===== src/rtl/scla_addsub_pipe_if.sv =====
// scla_addsub_pipe_if
// Bundle of the operand and result streams for scla_addsub_pipe.
//   in_valid/in_ready : operand beat handshake (a, b, sub, sat travel with it)
//   out_valid/out_ready : result beat handshake (result, cout, overflow, zero)
// Handshake rule for both streams: a beat transfers on a rising clk edge where
// valid and ready are both 1; the producer holds valid and the payload stable
// until that edge, and ready may depend combinationally on the consumer side.
// Modports:
//   slave  - the arithmetic unit (consumes operands, produces results)
//   master - the surrounding logic (produces operands, consumes results)
interface scla_addsub_pipe_if #(
    parameter int WIDTH = 16
);
    logic             in_valid;
    logic             in_ready;
    logic [WIDTH-1:0] a;
    logic [WIDTH-1:0] b;
    logic             sub;
    logic             sat;
    logic             out_valid;
    logic             out_ready;
    logic [WIDTH-1:0] result;
    logic             cout;
    logic             overflow;
    logic             zero;

    modport slave (
        input  in_valid, a, b, sub, sat, out_ready,
        output in_ready, out_valid, result, cout, overflow, zero
    );

    modport master (
        output in_valid, a, b, sub, sat, out_ready,
        input  in_ready, out_valid, result, cout, overflow, zero
    );
endinterface


===== src/rtl/scla_addsub_pipe.sv =====
// scla_addsub_pipe
// Pipelined signed adder/subtractor built from 4-bit carry-lookahead blocks.
// STAGE_BLKS blocks are resolved per pipeline stage; the carry out of the top
// block of a stage is registered into the next stage together with the
// still-unprocessed operand bits and the already-finished low result bits.
// Ports:
//   clk  - clock, rising edge
//   rst  - asynchronous active-high reset, discards every in-flight beat
//   bus  - slave side of scla_addsub_pipe_if (operand and result streams)
// Parameters:
//   WIDTH      - operand/result width, multiple of 4, at least 8
//   STAGE_BLKS - 4-bit blocks per pipeline stage
//   SAT_EN     - 1 builds the saturation mux, 0 always wraps
// Timing: operands accepted at edge k appear on the outputs at edge k+NSTAGE.
module scla_addsub_pipe #(
    parameter int WIDTH      = 16,
    parameter int STAGE_BLKS = 2,
    parameter bit SAT_EN     = 1'b1
) (
    input logic               clk,
    input logic               rst,
    scla_addsub_pipe_if.slave bus
);
    localparam int NBLK   = WIDTH / 4;
    localparam int NSTAGE = (NBLK + STAGE_BLKS - 1) / STAGE_BLKS;

    localparam logic [WIDTH-1:0] SAT_MIN = {1'b1, {(WIDTH-1){1'b0}}};
    localparam logic [WIDTH-1:0] SAT_MAX = {1'b0, {(WIDTH-1){1'b1}}};

    // 4-bit lookahead block: returns {G, P, sum[3:0]}.
    function automatic logic [5:0] cla4(input logic [3:0] x, input logic [3:0] y,
                                        input logic ci);
        logic [3:0] g, p, c;
        logic       bg, bp;
        g    = x & y;
        p    = x ^ y;
        c[0] = ci;
        c[1] = g[0] | (p[0] & ci);
        c[2] = g[1] | (p[1] & g[0]) | (p[1] & p[0] & ci);
        c[3] = g[2] | (p[2] & g[1]) | (p[2] & p[1] & g[0]) | (p[2] & p[1] & p[0] & ci);
        bg   = g[3] | (p[3] & g[2]) | (p[3] & p[2] & g[1]) | (p[3] & p[2] & p[1] & g[0]);
        bp   = &p;
        return {bg, bp, p ^ c};
    endfunction

    // Pipeline registers; index s holds a beat that has blocks of stages
    // 0..s-1 resolved. Index 0 is the operand capture register.
    logic [NSTAGE-1:0]            v_q;
    logic [NSTAGE-1:0][WIDTH-1:0] a_q;
    logic [NSTAGE-1:0][WIDTH-1:0] b_q;    // b already inverted for subtract
    logic [NSTAGE-1:0][WIDTH-1:0] s_q;    // raw sum bits resolved so far
    logic [NSTAGE-1:0]            c_q;    // carry into the next unresolved block
    logic [NSTAGE-1:0]            sat_q;

    // Output registers
    logic             out_valid_q;
    logic [WIDTH-1:0] result_q;
    logic             cout_q;
    logic             overflow_q;
    logic             zero_q;

    // Combinational result of each stage's block group
    logic [NSTAGE-1:0][WIDTH-1:0] sum_n;
    logic [NSTAGE-1:0]            c_n;

    logic             adv;
    logic [WIDTH-1:0] raw;
    logic             a_msb;
    logic             b_msb;
    logic             ovf;
    logic             do_sat;
    logic [WIDTH-1:0] res;

    // Single global enable: the whole pipe moves or the whole pipe holds.
    assign adv = bus.out_ready | ~out_valid_q;

    always_comb begin : stage_comb
        logic       c;
        logic [5:0] blk_out;
        int         blk;
        sum_n   = '0;
        c_n     = '0;
        c       = 1'b0;
        blk_out = '0;
        blk     = 0;
        for (int s = 0; s < NSTAGE; s++) begin
            sum_n[s] = s_q[s];
            c        = c_q[s];
            // Blocks inside a stage chain on their G/P terms.
            for (int j = 0; j < STAGE_BLKS; j++) begin
                blk = s * STAGE_BLKS + j;
                if (blk < NBLK) begin
                    blk_out = cla4(a_q[s][blk*4 +: 4], b_q[s][blk*4 +: 4], c);
                    sum_n[s][blk*4 +: 4] = blk_out[3:0];
                    c = blk_out[5] | (blk_out[4] & c);
                end
            end
            c_n[s] = c;
        end
    end

    // Final stage: flags come from the delayed sign bits of the same beat.
    assign raw    = sum_n[NSTAGE-1];
    assign a_msb  = a_q[NSTAGE-1][WIDTH-1];
    assign b_msb  = b_q[NSTAGE-1][WIDTH-1];
    assign ovf    = (a_msb == b_msb) & (raw[WIDTH-1] != a_msb);
    assign do_sat = SAT_EN & sat_q[NSTAGE-1] & ovf;
    assign res    = do_sat ? (a_msb ? SAT_MIN : SAT_MAX) : raw;

    always_ff @(posedge clk or posedge rst) begin
        if (rst) begin
            v_q         <= '0;
            a_q         <= '0;
            b_q         <= '0;
            s_q         <= '0;
            c_q         <= '0;
            sat_q       <= '0;
            out_valid_q <= 1'b0;
            result_q    <= '0;
            cout_q      <= 1'b0;
            overflow_q  <= 1'b0;
            zero_q      <= 1'b0;
        end else if (adv) begin
            v_q[0]   <= bus.in_valid;
            a_q[0]   <= bus.a;
            b_q[0]   <= bus.sub ? ~bus.b : bus.b;
            s_q[0]   <= '0;
            c_q[0]   <= bus.sub;
            sat_q[0] <= bus.sat;
            for (int s = 1; s < NSTAGE; s++) begin
                v_q[s]   <= v_q[s-1];
                a_q[s]   <= a_q[s-1];
                b_q[s]   <= b_q[s-1];
                s_q[s]   <= sum_n[s-1];
                c_q[s]   <= c_n[s-1];
                sat_q[s] <= sat_q[s-1];
            end
            out_valid_q <= v_q[NSTAGE-1];
            result_q    <= res;
            cout_q      <= c_n[NSTAGE-1];
            overflow_q  <= ovf;
            zero_q      <= (res == '0);
        end
    end

    // Nothing is accepted while reset is held, so no beat can slip past it.
    assign bus.in_ready  = adv & ~rst;
    assign bus.out_valid = out_valid_q;
    assign bus.result    = result_q;
    assign bus.cout      = cout_q;
    assign bus.overflow  = overflow_q;
    assign bus.zero      = zero_q;
endmodule

===== src/flat_wrapper.sv =====
// flat-port wrapper written by rule: the top's interface ports become plain ports
module scla_addsub_pipe_flat 
#(
    parameter int WIDTH      = 16,
    parameter int STAGE_BLKS = 2,
    parameter bit SAT_EN     = 1'b1
)
  (clk, rst, bus_in_valid, bus_a, bus_b, bus_sub, bus_sat, bus_out_ready, bus_in_ready, bus_out_valid, bus_result, bus_cout, bus_overflow, bus_zero);
  scla_addsub_pipe_if #(.WIDTH(WIDTH)) bus_i ();
  input logic clk;
  input logic rst;
  input wire logic [$bits(bus_i.in_valid)-1:0] bus_in_valid;
  input wire logic [$bits(bus_i.a)-1:0] bus_a;
  input wire logic [$bits(bus_i.b)-1:0] bus_b;
  input wire logic [$bits(bus_i.sub)-1:0] bus_sub;
  input wire logic [$bits(bus_i.sat)-1:0] bus_sat;
  input wire logic [$bits(bus_i.out_ready)-1:0] bus_out_ready;
  output wire logic [$bits(bus_i.in_ready)-1:0] bus_in_ready;
  output wire logic [$bits(bus_i.out_valid)-1:0] bus_out_valid;
  output wire logic [$bits(bus_i.result)-1:0] bus_result;
  output wire logic [$bits(bus_i.cout)-1:0] bus_cout;
  output wire logic [$bits(bus_i.overflow)-1:0] bus_overflow;
  output wire logic [$bits(bus_i.zero)-1:0] bus_zero;
  assign bus_i.in_valid = bus_in_valid;
  assign bus_i.a = bus_a;
  assign bus_i.b = bus_b;
  assign bus_i.sub = bus_sub;
  assign bus_i.sat = bus_sat;
  assign bus_i.out_ready = bus_out_ready;
  assign bus_in_ready = bus_i.in_ready;
  assign bus_out_valid = bus_i.out_valid;
  assign bus_result = bus_i.result;
  assign bus_cout = bus_i.cout;
  assign bus_overflow = bus_i.overflow;
  assign bus_zero = bus_i.zero;
  scla_addsub_pipe #(.WIDTH(WIDTH), .STAGE_BLKS(STAGE_BLKS), .SAT_EN(SAT_EN)) u_core (.clk(clk), .rst(rst), .bus(bus_i));
endmodule

===== config.mk =====
export PLATFORM = sky130hd
export DESIGN_NAME = scla_addsub_pipe_flat
export DESIGN_NICKNAME = d
export VERILOG_FILES = /design/src/rtl/scla_addsub_pipe_if.sv /design/src/rtl/scla_addsub_pipe.sv /design/src/flat_wrapper.sv
export SDC_FILE = /design/constraint.sdc
export NUM_CORES = 1
export LEC_CHECK = 0
export ABC_AREA = 1
export BUFFER_PORTS_ARGS = -buffer_cell sky130_fd_sc_hd__buf_2
export CAP_MARGIN = 20
export CORE_MARGIN = 1
export CORE_UTILIZATION = 53
export CTS_BUF_LIST = sky130_fd_sc_hd__clkbuf_8
export DETAILED_ROUTE_END_ITERATION = 8
export PLACE_DENSITY_LB_ADDON = 0.12
export SYNTH_ARGS = -nofsm -noshare
export SYNTH_HDL_FRONTEND = slang
export SYNTH_SLANG_ARGS = --single-unit

===== constraint.sdc =====
create_clock -name clk -period 2.5 [get_ports clk]
set_input_delay 0.375 -clock clk [delete_from_list [all_inputs] [get_ports clk]]
set_output_delay 0.375 -clock clk [all_outputs]
set_load 0.01 [all_outputs]

==> results of run 1 <==
## synth_stat cells
library cell / number / area, sq um
nand2_1: 161 / 604.3
dfrtp_1: 82 / 2052
o21ai_0: 34 / 170.2
nor2_1: 28 / 105.1
inv_1: 22 / 82.58
xnor2_1: 20 / 175.2
ha_1: 16 / 200.2
a21oi_1: 15 / 75.07
clkbuf_1: 14 / 52.55
nand3_1: 10 / 50.05
a31oi_1: 4 / 25.02
fa_1: 4 / 80.08
nand2_2: 4 / 25.02
o21ai_1: 4 / 20.02
nand4_1: 3 / 18.77
xor2_1: 3 / 26.28
a21oi_2: 2 / 17.52
buf_1: 2 / 7.510
buf_2: 2 / 10.01
buf_6: 2 / 22.52
nand2_4: 2 / 22.52
o31ai_1: 2 / 15.01
a21o_1: 1 / 7.510
a22oi_1: 1 / 7.510
a31o_2: 1 / 8.760
buf_4: 1 / 7.510
clkinv_1: 1 / 3.750
nand3_2: 1 / 10.01
nand4_2: 1 / 12.51
nor2_2: 1 / 6.260
nor2_4: 1 / 11.26
o21a_1: 1 / 7.510
or2_1: 1 / 6.260
or2_2: 1 / 6.260
## metrics by stage
step | hold WS, ns | utilization, %
2_1_floorplan | 0.4400 | -
3_3_place_gp | 0.4496 | 60.06
3_5_place_dp | 0.4520 | 60.06
4_1_cts | 0.08767 | 62.90
5_1_grt | 0.1139 | 63.02
6_report | 0.08046 | 63.02
## worst max-delay path, cell delays in order (launching register included)
cell     delay [ns]
dfrtp_1        0.39
ha_1           0.34
a21oi_1        0.14
nand2_1        0.08
nand2_1        0.06
inv_1          0.05
or2_1          0.22
nand2_1        0.08
nand2_1        0.11
fa_1           0.46
xnor2_1        0.16
o21ai_0        0.09
## worst paths after layout
| path | startpoint | to | slack (ns) | cells after the start |
|---|---|---|---|---|
| worst max-delay path | u_core.b_q[1] | u_core.raw[5] | 0.20 | 11 |
| worst min-delay path | rst | u_core.a_q[14] | 0.08 | 2 |
| worst max register to register | u_core.b_q[1] | u_core.raw[5] | 0.20 | 11 |
| worst min register to register | u_core.v_q[1] | u_core.bus.out_valid | 0.47 | 1 |
| max in group asynchronous | rst | u_core.a_msb | 1.75 | 3 |
| min in group clk | bus_a[13] | u_core.a_q[13] | 0.22 | 3 |
## layer usage
metal / vias up / part of all wire, % / GRT usage, %
li1: 1529 / - / -
met1: 1416 / 49 / 30.50
met2: 72 / 46 / 33.43
met3: 6 / 4.1 / 3.451
met4: 0 / 1.3 / 8.798
met5: - / 0 / 0
## registers in the layout, summed over array words and instances (netlist names)
register,flops
u_core.a_q,23
u_core.b_q,23
u_core.bus.result,16
u_core.raw,8
u_core.c_q,2
u_core.sat_q,2
u_core.v_q,2
u_core.a_msb,1
u_core.b_msb,1
u_core.bus.cout,1
u_core.bus.out_valid,1
u_core.bus.overflow,1
u_core.bus.zero,1
## area by class of cell
type	instances	area share, %
clock inverter	5	1.789
timing repair buffer	64	7.650
sequential	82	45.13
inverter	23	1.926
multi-input combinational	322	38.06
tap	99	2.724
clock buffer	9	2.724
## cell families (layout without fill, tap and decap cells)
kind of cell	count (synthesis)	after routing	share of synthesized area, %
DFF	82	82	51.92
buffers and inverters	44	101	4.717
xor gates and xnor gates	23	23	5.097
and+or+nand+nor	214	214	22.22
adders and majority gates	20	20	7.091
AOI/OAI and AO/OA	65	65	8.959
## cell usage in the layout (no fill, tap or decap), drive strengths merged, types with 3 or more instances in the layout
| cell type | instances |
|---|---|
| o21ai | 38 |
| xnor2 | 20 |
| a21oi | 17 |
| inv | 21 |
| fa | 4 |
| a31oi | 4 |
| nand3 | 11 |
| clkinv | 4 |
| dfrtp | 82 |
| buf | 64 |
| nor2 | 30 |
| clkbuf | 9 |
| ha | 16 |
| xor2 | 3 |
| nand2 | 167 |
| nand4 | 4 |
## where the power goes
group | switching (mW) | internal [mW] | total, mW
Combinational | 1.46 | 0.936 | 2.39
Sequential | 0.308 | 1.82 | 2.13
Clock | 0.459 | 0.551 | 1.01
Total | 2.22 | 3.31 | 5.53
==> summary.md, run 1 <==
| Metric | Value |
|---|---|
| Multi-input logic area | 1730 sq um |
| Rows | 31 |
| Largest net degree at the start of global routing | 49 |
| CTS tree | built |
| Share of layout cells above drive strength 1 | 18.81% |
| Clk_lat worst skew | 0.35 ns |
| Initial Util | 54.79% |
| Placeable Area | 7214 sq um |
| Layout Nets | 560 |
| Worst hold path type | in -> async |
| Die width | 88.36 um |
| Outcome | finished, final reports clean |
| Slew Limit Fails | 0 |
| CTS Buf Count | 9 |
| Clock Sinks | 82 |
| DR vias/cell | 5.005 |
| Dpl cells | 590 |
| Drt total wl | 7599 um |
| Bufs on Longest Clock Path | 2 |
| Critical path launch point type | register |
| Postcts setup bufs | 0 |
| Final setup TNS | 0 ns |
| I/O pin cnt | 59 |
| Number of fill cells | 622 |
| Drt pass-1 iters | 5 |
| Tmin final | 2.296 ns |
| Die Ht | 88.36 um |
| Register area | 2052 sq um |
| Final Non-Filler Cells | 604 |
| Resize count post-CTS | 0 |
| Iter 0 DRT Violations | 144 |
| Peak VDD IR | 0.4479 mV |
| Initial antenna violation count | 0 |
| Via count | 3,023 |
| Antenna viol nets, final | 0 |
| N_diodes | 0 |
| Pre-CTS setup slack | 0.2386 ns |
| Area growth syn-to-layout | 15.04% |
| DRC viols | 0 |
| Final Skew | 0.01186 ns |
| Crit path arrival time | 2.51 ns |
| Fin. Hold Viols | 0 |
| RSZ-0062 raised after global routing | false |
| Pwr dens | 1217 nW/um^2 |
| Fin area | 4547 sq um |
| Syn nets | 506 |
| Port bufs | 58 |
| Syn_area_per_cell | 8.823 sq um |
| Quantity of hold-fixing buffers added after cts | 0 |
| Clock transition at path regs | 0.08 ns |
| CTS root buf | clkbuf_8 |
| Vias in the first global route | 2,733 |
| Synth warn | 0 |
| F_max | 435.5 MHz |
| Full die area | 7807 sq um |
| Setup CP Type | reg -> reg |
| Leakage | 2.330 nW |
| Final clock period utilization by the worst path | 91.84% |
| Total design power | 5.532 mW |
| Synth Register Bits | 82 |
| Max_cap viols | 0 |
| Gate Count Post-Synth | 448 |
| Mapped Area | 3953 sq um |
| Htree depth | 3 |
| Sequential-to-total area share from yosys stat | 51.92% |
| Actual slew at the worst max-slew pin | 0.6070 ns |
| GP Congestion | 0.8742 |
| Overflow after GRT | 0 |
| Crit end category | register |
| Rel. slew slack | 59.49% |
| HPWL Detailed | 5406 um |
| Final setup margin | 0.2039 ns |
| Global-route wire length before repair | 12,830 um |
| DR WL/cell | 12.58 um |
| Synth unique cells | 34 |
| Placed cell areas | 4333 sq um |
| # setup viols final | 0 |
| Critical path required time | 2.71 ns |
| Crit-path max FO | 3 |
| GRT Resource Usage Total | 21.58% |
Note: power is estimated with default switching activity, not from simulation.
==> run 2: changes to the inputs <==
--- a/config.mk
+++ b/config.mk
@@ -8,10 +8,13 @@
 export ABC_AREA = 1
 export BUFFER_PORTS_ARGS = -buffer_cell sky130_fd_sc_hd__buf_2
 export CAP_MARGIN = 20
+export CELL_PAD_IN_SITES_DETAIL_PLACEMENT = 1
+export CELL_PAD_IN_SITES_GLOBAL_PLACEMENT = 2
 export CORE_MARGIN = 1
-export CORE_UTILIZATION = 53
+export CORE_UTILIZATION = 32
 export CTS_BUF_LIST = sky130_fd_sc_hd__clkbuf_8
 export DETAILED_ROUTE_END_ITERATION = 8
+export MAX_ROUTING_LAYER = met4
 export PLACE_DENSITY_LB_ADDON = 0.12
 export SYNTH_ARGS = -nofsm -noshare
 export SYNTH_HDL_FRONTEND = slang
==> summary.md, run 2 (same netlist as run 1, synthesis figures left out) <==
| Metric | Value |
|---|---|
| N_diodes | 0 (unchanged) |
| Leakage | 2.317 nW (-0.53%) |
| Rel. slew slack | 59.26% (-0.22 points) |
| Slew Limit Fails | 0 (unchanged) |
| Die width | 113.1 um (+28%) |
| RSZ-0062 raised after global routing | false |
| Pwr dens | 1188 nW/um^2 (-2.4%) |
| Final clock period utilization by the worst path | 91.63% (-0.21 points) |
| Multi-input logic area | 1722 sq um (-0.51%) |
| DR WL/cell | 13.75 um (+9.3%) |
| Drt pass-1 iters | 4 (-1) |
| Vias in the first global route | 3,205 (+17%) |
| Initial Util | 32.91% (-22 points) |
| Placeable Area | 12,010 sq um (+66%) |
| Total design power | 5.403 mW (-2.3%) |
| GRT Resource Usage Total | 16.28% (-5.3 points) |
| Layout Nets | 558 (-0.36%) |
| Commonest non-fill, non-tap cell in the layout | nand2_1 |
| Crit-path most repeated cell | nand2_1 |
| Critical path required time | 2.73 ns (+0.02 ns) |
| Antenna viol nets, final | 0 (unchanged) |
| Clock Sinks | 82 (unchanged) |
| Resize count post-CTS | 0 (unchanged) |
| Bufs on Longest Clock Path | 2 (unchanged) |
| Max incr delay on CP | 0.45 ns (about the same) |
| Overflow after GRT | 0 (unchanged) |
| Worst r2r src | u_core.b_q[1] |
| Cells along the critical path | ha_1 -> a21oi_1 -> nand2_1 -> nand2_1 -> inv_1 -> or2_1 -> nand2_1 -> nand2_1 -> fa_1 -> xnor2_1 -> o21ai_0 |
| Max_cap viols | 0 (unchanged) |
| DR vias/cell | 4.613 (-7.8%) |
| Final Skew | 0.006475 ns (-0.005383 ns) |
| Setup CP Type | reg -> reg |
| Outcome | finished, final reports clean |
| Fin. Hold Viols | 0 (unchanged) |
| Crit path arrival time | 2.52 ns (about the same) |
| Peak VDD IR | 0.3464 mV (-23%) |
| Drt total wl | 8924 um (+17%) |
| Die Ht | 113.1 um (+28%) |
| Tmin final | 2.291 ns (-0.005348 ns) |
| DRC viols | 0 (unchanged) |
| Postcts setup bufs | 0 (unchanged) |
| CTS Buf Count | 9 (unchanged) |
| Clock transition at path regs | 0.07 ns (about the same) |
| Min Hold Slack | 0.05969 ns (-0.02077 ns) |
| Htree depth | 3 (unchanged) |
| I/O pin cnt | 59 (unchanged) |
| Full die area | 12,800 sq um (+64%) |
| GP Congestion | 0.7848 (-10%) |
| Final setup TNS | 0 ns (unchanged) |
| Via count | 2,994 (-0.96%) |
| CTS tree | built |
| Rows | 40 (+29%) |
| Crit-path max FO | 3 (unchanged) |
| HPWL Detailed | 6250 um (+16%) |
| Critical Path Source | u_core.b_q[1] |
| Worst hold path type | in -> async |
| Number of fill cells | 1,451 (+130%) |
| CP max-delay cell | fa_1 |
| Clk_lat worst skew | 0.36 ns (about the same) |
| Area growth syn-to-layout | 15.10% (about the same) |
| Register area | 2052 sq um (unchanged) |
| Share of layout cells above drive strength 1 | 17.93% (-0.88 points) |
| Quantity of hold-fixing buffers added after cts | 0 (unchanged) |
| CTS root buf | clkbuf_8 |
| Global-route wire length before repair | 15,880 um (+24%) |
| Initial antenna violation count | 0 (unchanged) |
| Iter 0 DRT Violations | 91 (-37%) |
| Largest net degree at the start of global routing | 86 (+76%) |
| Crit end category | register |
| # setup viols final | 0 (unchanged) |
| Actual slew at the worst max-slew pin | 0.6102 ns (+0.003175 ns) |
| F_max | 436.5 MHz (+0.23%) |
| Critical path launch point type | register |
| Port bufs | 58 (unchanged) |
| Most frequent cells in the layout | nand2_1, dfrtp_1, buf_2 |
run 2: changes by cell type in the layout (fill, tap and decap cells not counted), moves of 2 or more:
cell | previous run | this run
inv_1 | 20 | 22
buf_4 | 5 | 2
bufinv_16 | 2 | 0
clkbuf_8 | 9 | 11
run 2: path summary, 6_finish.rpt:
| check | cells past startpoint | end | slack (ns) |
|---|---|---|---|
| worst min-delay path | 2 | u_core.b_q[29] | 0.06 |
| max in group asynchronous | 3 | u_core.raw[0] | 1.77 |
| min in group clk | 3 | u_core.a_q[3] | 0.20 |
| worst max register to register | 11 | u_core.raw[5] | 0.21 |
| worst max-delay path | 11 | u_core.raw[5] | 0.21 |
| worst min register to register | 2 | u_core.b_q[25] | 0.47 |
run 2: area by class of cell:
type	count	area share [%]
tap	147	4.043
sequential	82	45.10
timing repair buffer	62	7.591
multi-input combinational	322	37.84
clock buffer	11	3.328
clock inverter	2	0.1650
inverter	23	1.925
run 2: power breakdown:
part	switching [mW]	leakage, nW	internal [mW]
combinational	1.48	1.25	0.934
sequential	0.327	0.982	1.82
clock	0.450	0.0897	0.392
run 2: worst max-delay path: cells and delay by family, from the launching register on:
| family | cells | cell delay [ns] |
|---|---|---|
| fa+ha+maj | 2 | 0.80 |
| compound gates | 2 | 0.22 |
| buf+inv | 1 | 0.04 |
| simple gates | 5 | 0.54 |
| flops | 1 | 0.40 |
| xor+xnor | 1 | 0.15 |
run 2: through the flow:
stage / worst slack (ns) / instances / util (%) / cell area, sq um
detailed placement: 0.2198 / 636 / 36.55 / 4390
global route: 0.01549 / 649 / 37.88 / 4549
CTS: 0.1874 / 649 / 37.88 / 4549
finish: 0.2093 / 649 / 37.88 / 4549
floorplan: 0.01656 / 448 / - / 3953
global placement: 0.2857 / 636 / 36.55 / 4390
run 2: per-layer routing:
metal / global-route usage, % / wire [um] / vias up
met5: - / 0 / -
met4: 7.105 / 178 / 0
met3: 3.053 / 272 / 11
met2: 24.05 / 3842 / 48
met1: 21.82 / 4629 / 1413
li1: - / - / 1522
